<file path="config.mk">
export PLATFORM = sky130hd
export DESIGN_NAME = spi_peripheral
export DESIGN_NICKNAME = d
export VERILOG_FILES = /design/src/rtl/spi_pkg.sv /design/src/rtl/spi_input_sync.sv /design/src/rtl/spi_peripheral.sv
export SDC_FILE = /design/constraint.sdc
export NUM_CORES = 1
export LEC_CHECK = 0
export ABC_AREA = 1
export CAP_MARGIN = 20
export CORE_UTILIZATION = 60
export CTS_BUF_LIST = sky130_fd_sc_hd__clkbuf_4 sky130_fd_sc_hd__clkbuf_8
export CTS_CLUSTER_SIZE = 20
export DETAILED_ROUTE_END_ITERATION = 6
export DONT_BUFFER_PORTS = 1
export HOLD_SLACK_MARGIN = 0.06
export PLACE_DENSITY = 0.75
export SLEW_MARGIN = 20
export SYNTH_ARGS = -nofsm -noshare
export SYNTH_HDL_FRONTEND = slang
export SYNTH_SLANG_ARGS = --single-unit
</file>
<file path="constraint.sdc">
create_clock -name i_clk -period 4.97 [get_ports i_clk]
set_clock_uncertainty 0.2 [all_clocks]
set_input_delay 0.994 -clock i_clk [delete_from_list [all_inputs] [get_ports i_clk]]
set_output_delay 0.994 -clock i_clk [all_outputs]
set_load 0.05 [all_outputs]
</file>
<file path="src/rtl/spi_pkg.sv">
`timescale 1ns/1ps
`default_nettype none
// ============================================================================
// Module      : spi_pkg
// Description : Shared SPI types and constants. Used by the peripheral and
//               by the SPI master, which uses the same mode type.
//               Provides the {cpol, cpha} mode struct, the peripheral state
//               enum, the frame length and the four standard mode encodings.
// Revision    : 1.0 - initial release
// ============================================================================
package spi_pkg;

    localparam int SPI_BITS = 8;

    typedef struct packed {
        logic cpol;
        logic cpha;
    } spi_mode_t;

    typedef enum logic [1:0] {
        IDLE = 2'd0,
        LOAD = 2'd1,
        XFER = 2'd2
    } spi_state_t;

    localparam spi_mode_t MODE0 = '{cpol: 1'b0, cpha: 1'b0};
    localparam spi_mode_t MODE1 = '{cpol: 1'b0, cpha: 1'b1};
    localparam spi_mode_t MODE2 = '{cpol: 1'b1, cpha: 1'b0};
    localparam spi_mode_t MODE3 = '{cpol: 1'b1, cpha: 1'b1};

endpackage : spi_pkg
`default_nettype wire

</file>
<file path="src/rtl/spi_input_sync.sv">
`timescale 1ns/1ps
`default_nettype none
// ============================================================================
// Module      : spi_input_sync
// Description : Brings the asynchronous SPI pins into the i_clk domain.
//               Each pin passes through SYNC_STAGES flip-flops and then one
//               history flip-flop. The edge strobes are registered, so the
//               latency from a pin change to its strobe is SYNC_STAGES+1
//               cycles. o_mosi is taken from the history stage so that it
//               is aligned with the strobes.
// Ports       : i_clk, i_rst          - clock, synchronous active-high reset
//               i_sclk/i_cs_n/i_mosi  - asynchronous SPI pins
//               o_mosi                - synchronized MOSI level
//               o_sclk_rise/_fall     - registered SCLK edge strobes
//               o_cs_fall/_rise       - registered chip-select edge strobes
// Revision    : 1.0 - initial release
// ============================================================================
module spi_input_sync #(
    parameter int SYNC_STAGES = 2   // must be >= 2
) (
    input  logic i_clk,
    input  logic i_rst,
    input  logic i_sclk,
    input  logic i_cs_n,
    input  logic i_mosi,
    output logic o_mosi,
    output logic o_sclk_rise,
    output logic o_sclk_fall,
    output logic o_cs_fall,
    output logic o_cs_rise
);

    // Bit order in every stage: [2] sclk, [1] cs_n, [0] mosi.
    // The reset value is the idle bus: clock low, deselected, MOSI high.
    localparam logic [2:0] c_PIN_RST = 3'b011;

    logic [2:0]                  w_pins;
    logic [2:0]                  w_last;
    logic [SYNC_STAGES-1:0][2:0] r_sync_q;
    logic [2:0]                  r_hist_q;
    logic                        r_sclk_rise_q;
    logic                        r_sclk_fall_q;
    logic                        r_cs_fall_q;
    logic                        r_cs_rise_q;

    assign w_pins = {i_sclk, i_cs_n, i_mosi};
    assign w_last = r_sync_q[SYNC_STAGES-1];

    always_ff @(posedge i_clk) begin
        if (i_rst) begin
            r_sync_q      <= {SYNC_STAGES{c_PIN_RST}};
            r_hist_q      <= c_PIN_RST;
            r_sclk_rise_q <= 1'b0;
            r_sclk_fall_q <= 1'b0;
            r_cs_fall_q   <= 1'b0;
            r_cs_rise_q   <= 1'b0;
        end else begin
            r_sync_q      <= {r_sync_q[SYNC_STAGES-2:0], w_pins};
            r_hist_q      <= w_last;
            r_sclk_rise_q <=  w_last[2] & ~r_hist_q[2];
            r_sclk_fall_q <= ~w_last[2] &  r_hist_q[2];
            r_cs_fall_q   <= ~w_last[1] &  r_hist_q[1];
            r_cs_rise_q   <=  w_last[1] & ~r_hist_q[1];
        end
    end

    assign o_mosi      = r_hist_q[0];
    assign o_sclk_rise = r_sclk_rise_q;
    assign o_sclk_fall = r_sclk_fall_q;
    assign o_cs_fall   = r_cs_fall_q;
    assign o_cs_rise   = r_cs_rise_q;

endmodule : spi_input_sync
`default_nettype wire

</file>
<file path="src/rtl/spi_peripheral.sv">
`timescale 1ns/1ps
`default_nettype none
// ============================================================================
// Module      : spi_peripheral
// Description : SPI responder. Oversamples SCLK/CS_N/MOSI in the i_clk
//               domain and exchanges 8-bit MSB-first frames in all four
//               SPI modes.
// Ports       : i_clk, i_rst                  - clock, sync active-high reset
//               i_sclk, i_cs_n, i_mosi, o_miso - SPI pins
//               i_tx_valid/i_tx_bits/o_tx_ready - byte to transmit (Decoupled)
//               o_rx_valid/o_rx_bits/i_rx_ready - received byte (Decoupled)
//               i_mode_valid/i_mode_bits/o_mode_ready - {cpol,cpha} update
//               o_spi_mode  - current mode
//               o_busy      - transfer in progress (state != IDLE)
//               o_overrun   - 1-cycle pulse, received byte dropped
//               o_underrun  - 1-cycle pulse, IDLE_BYTE loaded for transmit
// Revision    : 1.0 - initial release
// ============================================================================
module spi_peripheral
    import spi_pkg::*;
#(
    parameter logic [7:0] IDLE_BYTE   = 8'hFF,
    parameter int         SYNC_STAGES = 2
) (
    input  logic       i_clk,
    input  logic       i_rst,
    input  logic       i_sclk,
    input  logic       i_cs_n,
    input  logic       i_mosi,
    output logic       o_miso,
    input  logic       i_tx_valid,
    input  logic [7:0] i_tx_bits,
    output logic       o_tx_ready,
    output logic       o_rx_valid,
    input  logic       i_rx_ready,
    output logic [7:0] o_rx_bits,
    input  logic       i_mode_valid,
    input  logic [1:0] i_mode_bits,
    output logic       o_mode_ready,
    output logic [1:0] o_spi_mode,
    output logic       o_busy,
    output logic       o_overrun,
    output logic       o_underrun
);

    localparam logic [2:0] c_LAST_BIT = 3'(SPI_BITS - 1);

    logic       w_mosi;
    logic       w_sclk_rise;
    logic       w_sclk_fall;
    logic       w_cs_fall;
    logic       w_cs_rise;

    spi_state_t r_state_q;
    spi_state_t w_state_d;
    spi_mode_t  r_mode_q;
    logic [7:0] r_tx_shift_q;
    logic [6:0] r_rx_shift_q;
    logic [2:0] r_bit_cnt_q;
    logic       r_reload_q;     // 8th sample seen: next shift edge reloads
    logic       r_first_q;      // cpha=1: first leading edge keeps bit 7
    logic       r_rx_valid_q;
    logic [7:0] r_rx_bits_q;
    logic       r_overrun_q;
    logic       r_underrun_q;

    logic       w_lead;
    logic       w_trail;
    logic       w_sample;
    logic       w_shift;
    logic       w_load;
    logic       w_complete;
    logic       w_rx_fire;
    logic [7:0] w_rx_byte;

    spi_input_sync #(
        .SYNC_STAGES (SYNC_STAGES)
    ) u_sync (
        .i_clk       (i_clk),
        .i_rst       (i_rst),
        .i_sclk      (i_sclk),
        .i_cs_n      (i_cs_n),
        .i_mosi      (i_mosi),
        .o_mosi      (w_mosi),
        .o_sclk_rise (w_sclk_rise),
        .o_sclk_fall (w_sclk_fall),
        .o_cs_fall   (w_cs_fall),
        .o_cs_rise   (w_cs_rise)
    );

    // Leading edge is the first edge away from the idle level cpol.
    assign w_lead   = r_mode_q.cpol ? w_sclk_fall : w_sclk_rise;
    assign w_trail  = r_mode_q.cpol ? w_sclk_rise : w_sclk_fall;
    assign w_sample = r_mode_q.cpha ? w_trail : w_lead;
    assign w_shift  = r_mode_q.cpha ? w_lead  : w_trail;

    // Next-state and load decision. A CS rise overrides everything so a
    // tx byte is never consumed on the way back to IDLE.
    always_comb begin
        w_state_d = r_state_q;
        w_load    = 1'b0;
        unique case (r_state_q)
            IDLE: begin
                if (w_cs_fall) begin
                    w_state_d = LOAD;
                end
            end
            LOAD: begin
                w_load    = 1'b1;
                w_state_d = XFER;
            end
            XFER: begin
                w_load = w_shift & r_reload_q;
            end
            default: begin
                w_state_d = IDLE;
            end
        endcase
        if (w_cs_rise) begin
            w_state_d = IDLE;
            w_load    = 1'b0;
        end
    end

    assign w_complete = (r_state_q == XFER) && w_sample && !w_cs_rise
                        && (r_bit_cnt_q == c_LAST_BIT);
    assign w_rx_byte  = {r_rx_shift_q, w_mosi};
    assign w_rx_fire  = r_rx_valid_q & i_rx_ready;

    always_ff @(posedge i_clk) begin
        if (i_rst) begin
            r_state_q    <= IDLE;
            r_mode_q     <= MODE0;
            r_tx_shift_q <= 8'hFF;
            r_rx_shift_q <= 7'd0;
            r_bit_cnt_q  <= 3'd0;
            r_reload_q   <= 1'b0;
            r_first_q    <= 1'b0;
            r_rx_valid_q <= 1'b0;
            r_rx_bits_q  <= 8'd0;
            r_overrun_q  <= 1'b0;
            r_underrun_q <= 1'b0;
        end else begin
            r_state_q    <= w_state_d;
            r_underrun_q <= w_load & ~i_tx_valid;
            r_overrun_q  <= w_complete & r_rx_valid_q & ~w_rx_fire;

            if ((r_state_q == IDLE) && i_mode_valid) begin
                r_mode_q <= spi_mode_t'(i_mode_bits);
            end

            if (w_state_d == IDLE) begin
                r_tx_shift_q <= 8'hFF;
                r_bit_cnt_q  <= 3'd0;
                r_reload_q   <= 1'b0;
                r_first_q    <= 1'b0;
            end else if (w_load) begin
                r_tx_shift_q <= i_tx_valid ? i_tx_bits : IDLE_BYTE;
                r_reload_q   <= 1'b0;
                // Only the frame-opening load precedes a cpha=1 leading
                // edge that must not shift; a reload happens on that edge.
                r_first_q    <= r_mode_q.cpha && (r_state_q == LOAD);
                if (r_state_q == LOAD) begin
                    r_bit_cnt_q <= 3'd0;
                end
            end else if (r_state_q == XFER) begin
                if (w_sample) begin
                    r_rx_shift_q <= w_rx_byte[6:0];
                    r_bit_cnt_q  <= r_bit_cnt_q + 3'd1;   // wraps after bit 7
                    if (r_bit_cnt_q == c_LAST_BIT) begin
                        r_reload_q <= 1'b1;
                    end
                end
                if (w_shift) begin
                    if (r_first_q) begin
                        r_first_q <= 1'b0;
                    end else begin
                        r_tx_shift_q <= {r_tx_shift_q[6:0], 1'b1};
                    end
                end
            end

            // Single holding register; a same-cycle handshake frees it.
            if (w_complete && (!r_rx_valid_q || w_rx_fire)) begin
                r_rx_bits_q  <= w_rx_byte;
                r_rx_valid_q <= 1'b1;
            end else if (w_rx_fire) begin
                r_rx_valid_q <= 1'b0;
            end
        end
    end

    assign o_miso       = (r_state_q == IDLE) ? 1'b1 : r_tx_shift_q[7];
    assign o_tx_ready   = w_load & i_tx_valid;
    assign o_rx_valid   = r_rx_valid_q;
    assign o_rx_bits    = r_rx_bits_q;
    assign o_mode_ready = (r_state_q == IDLE);
    assign o_spi_mode   = r_mode_q;
    assign o_busy       = (r_state_q != IDLE);
    assign o_overrun    = r_overrun_q;
    assign o_underrun   = r_underrun_q;

endmodule : spi_peripheral
`default_nettype wire
</file>
==> results of run 1 <==
==> registers in the layout (all words and copies together) (netlist names), 2 cells and up <==
register         cells
u_sync.r_sync_q      3
r_state_q            2
o_spi_mode           2
r_tx_shift_q         8
u_sync.r_hist_q      3
r_rx_shift_q         7
u_sync.w_last        3
o_rx_bits            8
r_bit_cnt_q          3
==> cell type report <==
class | count | share of cell area [%]
Sequential cell | 48 | 45.6
Multi-Input combinational cell | 168 | 40.5
Inverter | 42 | 7.49
Tap cell | 44 | 2.61
Clock inverter | 3 | 2.02
Clock buffer | 5 | 1.78
==> power by group <==
| part | leakage (nW) | switching, mW | internal, mW | total [mW] |
|---|---|---|---|---|
| logic | 0.578 | 0.0243 | 0.00961 | 0.0339 |
| clock network | 0.0412 | 0.123 | 0.105 | 0.228 |
| registers | 0.389 | 0.00945 | 0.391 | 0.400 |
| total | 1.01 | 0.157 | 0.506 | 0.662 |
==> logic make-up after synthesis <==
logic type      after synthesis
simple gates                134
fa+ha+maj                     6
flops                        48
compound gates               28
buf+inv                      52
==> worst paths after layout <==
| kind | endpoint | slack (ns) | cells past startpoint |
|---|---|---|---|
| setup / recovery | o_tx_ready | 1.60 | 6 |
| hold / removal | u_sync.w_last[2] | 0.21 | 2 |
| setup reg to reg | r_bit_cnt_q[0] | 2.23 | 10 |
| hold reg to reg | u_sync.w_last[2] | 0.21 | 2 |
==> through the flow <==
step / power (mW) / area, µm² / hold WS, ns / worst slack, ns / utilization [%]
4_1_cts: 0.668 / 2110 / 0.219 / 1.62 / 67.3
3_3_place_gp: 0.442 / 2030 / 0.189 / 2.09 / 64.8
3_5_place_dp: 0.443 / 2030 / 0.198 / 2.04 / 64.8
2_1_floorplan: 0.439 / 2030 / 0.188 / 2.27 / -
6_report: 0.662 / 2110 / 0.213 / 1.60 / 67.3
5_1_grt: 0.696 / 2110 / 0.232 / 1.48 / 67.3
==> critical path: stages (launching register included) <==
cell and delay [ns]:
dfxtp_1 0.73, nand2_1 0.19, nand3_2 0.15, nand3_2 0.09
nand2_2 0.08, nand2_4 0.16, nor2_4 0.41
==> synth_stat cells (all sizes together) <==
cell    instances  share of area [%]
o21ai          11                2.7
inv            41                7.6
buf             6                2.0
nand2          59                 12
dfxtp          48                 47
nand3          29                8.5
ha              6                3.7
o211ai          2               0.74
nor2           26                5.2
clkinv          1               0.19
clkbuf          4               0.74
a21oi          15                3.7
nor3            4               0.99
nand4           9                2.8
or2             7                2.2
==> layer usage <==
metal  global-route usage (%)  vias up  wire length (µm)
met5                        0        -                 0
met1                     27.5      705              1630
met3                     6.71        4               121
met2                     33.1       24              1680
li1                         -      845                 -
met4                     6.98        0                31
==> summary.md, run 1 <==
| Metric | Value |
|---|---|
| Most common cell after layout, fill and taps aside | `nand2_1` |
| First-pass GRT wire length | `5690 µm` |
| Worst hold-check path type | `reg -> reg` |
| TritonCTS clock tree | `built` |
| Hold wc startpoint | `u_sync.r_sync_q[2]` |
| Finished Layout Cells | `310` |
| Distinct cells, synth | `23` |
| Slew @ Worst Pin | `0.713 ns` |
| IO Count | `35` |
| Wire length per cell | `11.2 µm` |
| Crit path DAT | `2.17 ns` |
| Synth Area in Simple Gates | `31.2%` |
| Sequential area share after synthesis | `47.4%` |
| IO buf count | `0` |
| Hold_buf cts | `0` |
| H-tree depth | `2` |
| GRT Resource Usage Total | `21.2%` |
| Max VDD drop | `0.265 mV` |
| Worst r2r src | `r_state_q[0]` |
| Syn Area/Cell | `7.56 µm²` |
| MaxCap Viol Count | `0` |
| Initial core utilization | `64.8%` |
| CTS clk-pin slew, worst paths | `0.14 ns` |
| Setup Crit Path Kind | `reg -> out` |
| Area of the multi-input gates | `852 µm²` |
| Post-Route WL | `3460 µm` |
| Complex-gate fraction of the synthesized area | `7.16%` |
| Worst setup path startpoint | `o_spi_mode[1]` |
| Root Driver | `clkbuf_4` |
| Layout area overhead | `3.89%` |
| Antenna violations before repair | `0` |
| Setup Buffers After CTS | `0` |
| CTS buffer count | `5` |
| Critical-path maximum fanout | `24` |
| Leak Pwr | `1.01 nW` |
| Fillers | `267` |
| Fin. max-slew vios | `0` |
| Vias in the first global route | `1317` |
| Post-synth net total | `292` |
| DR iter-0 viols | `117` |
| GP Congestion | `0.765` |
| Cts repair resizes | `0` |
| CP endpoint kind | `primary output` |
| DRC viols | `0` |
| Syn Std Cell Area | `2030 µm²` |
| Pin count of the biggest net entering global routing | `26` |
| Required @ worst endpoint | `3.78 ns` |
| Number of synthesized register bits | `48` |
| Most frequent cells in the layout | `nand2_1 (56), dfxtp_1 (48), inv_1 (40)` |
| Ys Warns | `0` |
| Worst-Skew Late Latency | `0.36 ns` |
| Vias | `1578` |
| Xor/xnor share of the synthesized area | `0%` |
| FMAX | `297 MHz` |
| Die X-Extent | `60.1 µm` |
| Vias/cell | `5.09` |
| Layout cell share with drive strength beyond 1 | `9.02%` |
| Drt first pass iters | `4` |
| Startpoint Class | `register` |
| # rows | `20` |
| Clk buf depth | `2` |
| ANT cells | `0` |
| Placed cell count | `302` |
| Cells after Synth | `268` |
| Area of the core | `3130 µm²` |
| Final period util | `67.7%` |
| Status | `finished, final reports clean` |
| Nets@finish | `289` |
| P per Cell Area | `315 nW/µm²` |
| Final hold violations | `0` |
| Setup_tns | `0 ns` |
| Slew HR | `52.3%` |
| Largest family of logic cells by synthesized area | `simple AND/OR/NAND/NOR gates` |
| Final setup fails | `0` |
| Total grt overflow | `0` |
| Register area | `961 µm²` |
| DP HPWL | `2430 µm` |
| Clock Sinks | `48` |
| RSZ-0062 raised after global routing | `false` |
| Final ANT Viol Nets | `0` |
| Die Ht | `60.1 µm` |
| Adder-Cell Fraction of Synth Area | `3.70%` |
| Multiplexer share of the synthesized area | `0%` |
| Area of the die | `3610 µm²` |
| Final min period | `3.37 ns` |
(Power assumes the default switching activity.)
==> inputs of run 2 (changes only) <==
==> constraint.sdc (replaced) <==
create_clock -name i_clk -period 3.41 [get_ports i_clk]
set_clock_uncertainty 0.2 [all_clocks]
set_input_delay 0.682 -clock i_clk [delete_from_list [all_inputs] [get_ports i_clk]]
set_output_delay 0.682 -clock i_clk [all_outputs]
set_load 0.05 [all_outputs]
==> run 2 against run 1 <==
Net effect: wire length up 5.4%; sequential cell count stayed put; cell area is 0.53% higher; largest power group unchanged; power grew 48%; largest cell class unchanged.
==> summary.md, run 2 (synthesized netlist as in run 1, its figures left out) <==
| Metric | Value |
|---|---|
| Status | `finished, final reports clean (unchanged)` |
| Fin worst setup slack | `0.383 ns (was 1.60 ns)` |
| Antenna violations before repair | `0 (unchanged)` |
| Fin. max-slew vios | `0 (unchanged)` |
| Vias/cell | `5.16 (was 5.09)` |
| Layout area overhead | `4.44% (was 3.89%)` |
| Leak Pwr | `1.02 nW (was 1.01 nW)` |
| GP Congestion | `0.812 (was 0.765)` |
| Total Power | `0.977 mW (was 0.662 mW)` |
| Layout cell share with drive strength beyond 1 | `9.36% (was 9.02%)` |
| IO buf count | `0 (unchanged)` |
| P per Cell Area | `462 nW/µm² (was 315 nW/µm²)` |
| H-tree depth | `2 (unchanged)` |
| Worst path most repeated cell | `nand3_2 (unchanged)` |
| Setup Crit Path Kind | `reg -> out (unchanged)` |
| Setup WS pre-CTS | `0.772 ns (was 2.04 ns)` |
| Slew HR | `59.4% (was 52.3%)` |
| First-pass GRT wire length | `6090 µm (was 5690 µm)` |
| MaxCap Viol Count | `0 (unchanged)` |
| Most frequent cells in the layout | `nand2_1 (56), dfxtp_1 (48), inv_1 (40) (unchanged)` |
| Crit path DAT | `2.14 ns (was 2.17 ns)` |
| Area of the die | `3610 µm² (unchanged)` |
| Vias in the first global route | `1444 (was 1317)` |
| Initial core utilization | `64.8% (unchanged)` |
| Total grt overflow | `0 (unchanged)` |
| Slowest Stage Delay on Critical Path | `0.74 ns (was 0.73 ns)` |
| Final hold violations | `0 (unchanged)` |
| Final min period | `3.03 ns` |
| Area of the core | `3130 µm² (unchanged)` |
| Bufs and invs on worst path | `1 (was 0)` |
| Nets@finish | `290 (was 289)` |
| Die Ht | `60.1 µm (unchanged)` |
| # rows | `20 (unchanged)` |
| Final setup fails | `0 (unchanged)` |
| Final ANT Viol Nets | `0 (unchanged)` |
| FMAX | `330 MHz` |
| Required @ worst endpoint | `2.53 ns (was 3.78 ns)` |
| Top delay family on crit path | `simple AND/OR/NAND/NOR gates (unchanged)` |
| RSZ-0062 raised after global routing | `false (unchanged)` |
| TritonCTS clock tree | `built (unchanged)` |
| Slew @ Worst Pin | `0.609 ns (was 0.713 ns)` |
| GRT Resource Usage Total | `22.9% (was 21.2%)` |
| Drt first pass iters | `4 (unchanged)` |
| Die X-Extent | `60.1 µm (unchanged)` |
| CP max stage cell | `dfxtp_1 (unchanged)` |
| DRC viols | `0 (unchanged)` |
| Hold_buf cts | `0 (unchanged)` |
| Setup Buffers After CTS | `0 (unchanged)` |
| DP HPWL | `2510 µm (was 2430 µm)` |
| Wire length per cell | `11.7 µm (was 11.2 µm)` |
| Root Driver | `clkbuf_4 (unchanged)` |
| Vias | `1604 (was 1578)` |
| Critical-path maximum fanout | `24 (unchanged)` |
| CP endpoint kind | `primary output (unchanged)` |
| CTS buffer count | `5 (unchanged)` |
| Post-Route WL | `3650 µm (was 3460 µm)` |
| Clk buf depth | `2 (unchanged)` |
| Most common cell after layout, fill and taps aside | `nand2_1 (unchanged)` |
| Clock Sinks | `48 (unchanged)` |
| Pin count of the biggest net entering global routing | `26 (unchanged)` |
| Cts repair resizes | `0 (unchanged)` |
| CTS clk-pin slew, worst paths | `0.14 ns (about the same)` |
| Worst-Skew Late Latency | `0.36 ns (about the same)` |
| Critical path, cell by cell | `inv_1 > nand3_2 > nand3_2 > nand2_2 > nand2_4 > nor2_4 (was nand2_1 > nand3_2 > nand3_2 > nand2_2 > nand2_4 > nor2_4)` |
| Startpoint Class | `register (unchanged)` |
| Final period util | `88.8%` |
| Max VDD drop | `0.338 mV (was 0.265 mV)` |
| DR iter-0 viols | `103 (was 117)` |
| ANT cells | `0 (unchanged)` |
| Worst hold-check path type | `in -> reg (was reg -> reg)` |
| IO Count | `35 (unchanged)` |
| Setup_tns | `0 ns (unchanged)` |
==> run 2: changes by cell type in the layout (fill, tap and decap cells not counted) <==
cell and delta:
clkinv_2 -1, buf_4 +1, inv_6 +1
==> run 2: layout make-up <==
type                            instances  area, µm²
Clock buffer                            5       37.5
Fill cell                             268       1010
Tap cell                               44       55.1
Sequential cell                        48        961
Inverter                               42        158
Multi-Input combinational cell        168        852
Timing Repair Buffer                    1       7.51
Clock inverter                          3       46.3
==> run 2: layer usage <==
layer  vias to the layer above  track usage, %  routed length, µm
met4                         0            8.64                 58
met5                         -               0                  0
met2                        37            37.8               1760
li1                        836               -                  -
met1                       723            27.9               1680
met3                         8            6.49                144
==> run 2: worst reg2reg max path, stage by stage, from the launching register on <==
cell	delay, ns
dfxtp_1	0.44
inv_1	0.09
ha_1	0.41
inv_1	0.44
nand2_1	0.14
o211ai_1	0.16
nand2_1	0.16
nand2_1	0.19
clkinv_1	0.26
nand2_1	0.13
nor2_1	0.05
==> run 2: final timing paths <==
kind | from | to | slack, ns | cells past startpoint
max reg2reg | r_state_q[0] | r_bit_cnt_q[0] | 0.65 | 10
min reg2reg | u_sync.r_sync_q[2] | u_sync.w_last[2] | 0.22 | 2
max | o_spi_mode[0] | o_tx_ready | 0.38 | 6
min | i_rst | u_sync.w_last[2] | 0.16 | 1
==> run 2: power breakdown <==
group	internal [mW]	switching [mW]
sequential	0.570	0.0136
clock	0.157	0.187
combinational	0.0141	0.0361
total	0.741	0.237
==> run 2: metrics by stage <==
stage / std cells / util [%] / instance area, µm² / hold WS [ns]
5_1_grt: 311 / 67.7 / 2120 / 0.134
4_1_cts: 311 / 67.7 / 2120 / 0.152
2_1_floorplan: 268 / - / 2030 / 0.188
3_5_place_dp: 303 / 65.0 / 2030 / 0.193
6_report: 311 / 67.7 / 2120 / 0.161
3_3_place_gp: 303 / 65.0 / 2030 / 0.189
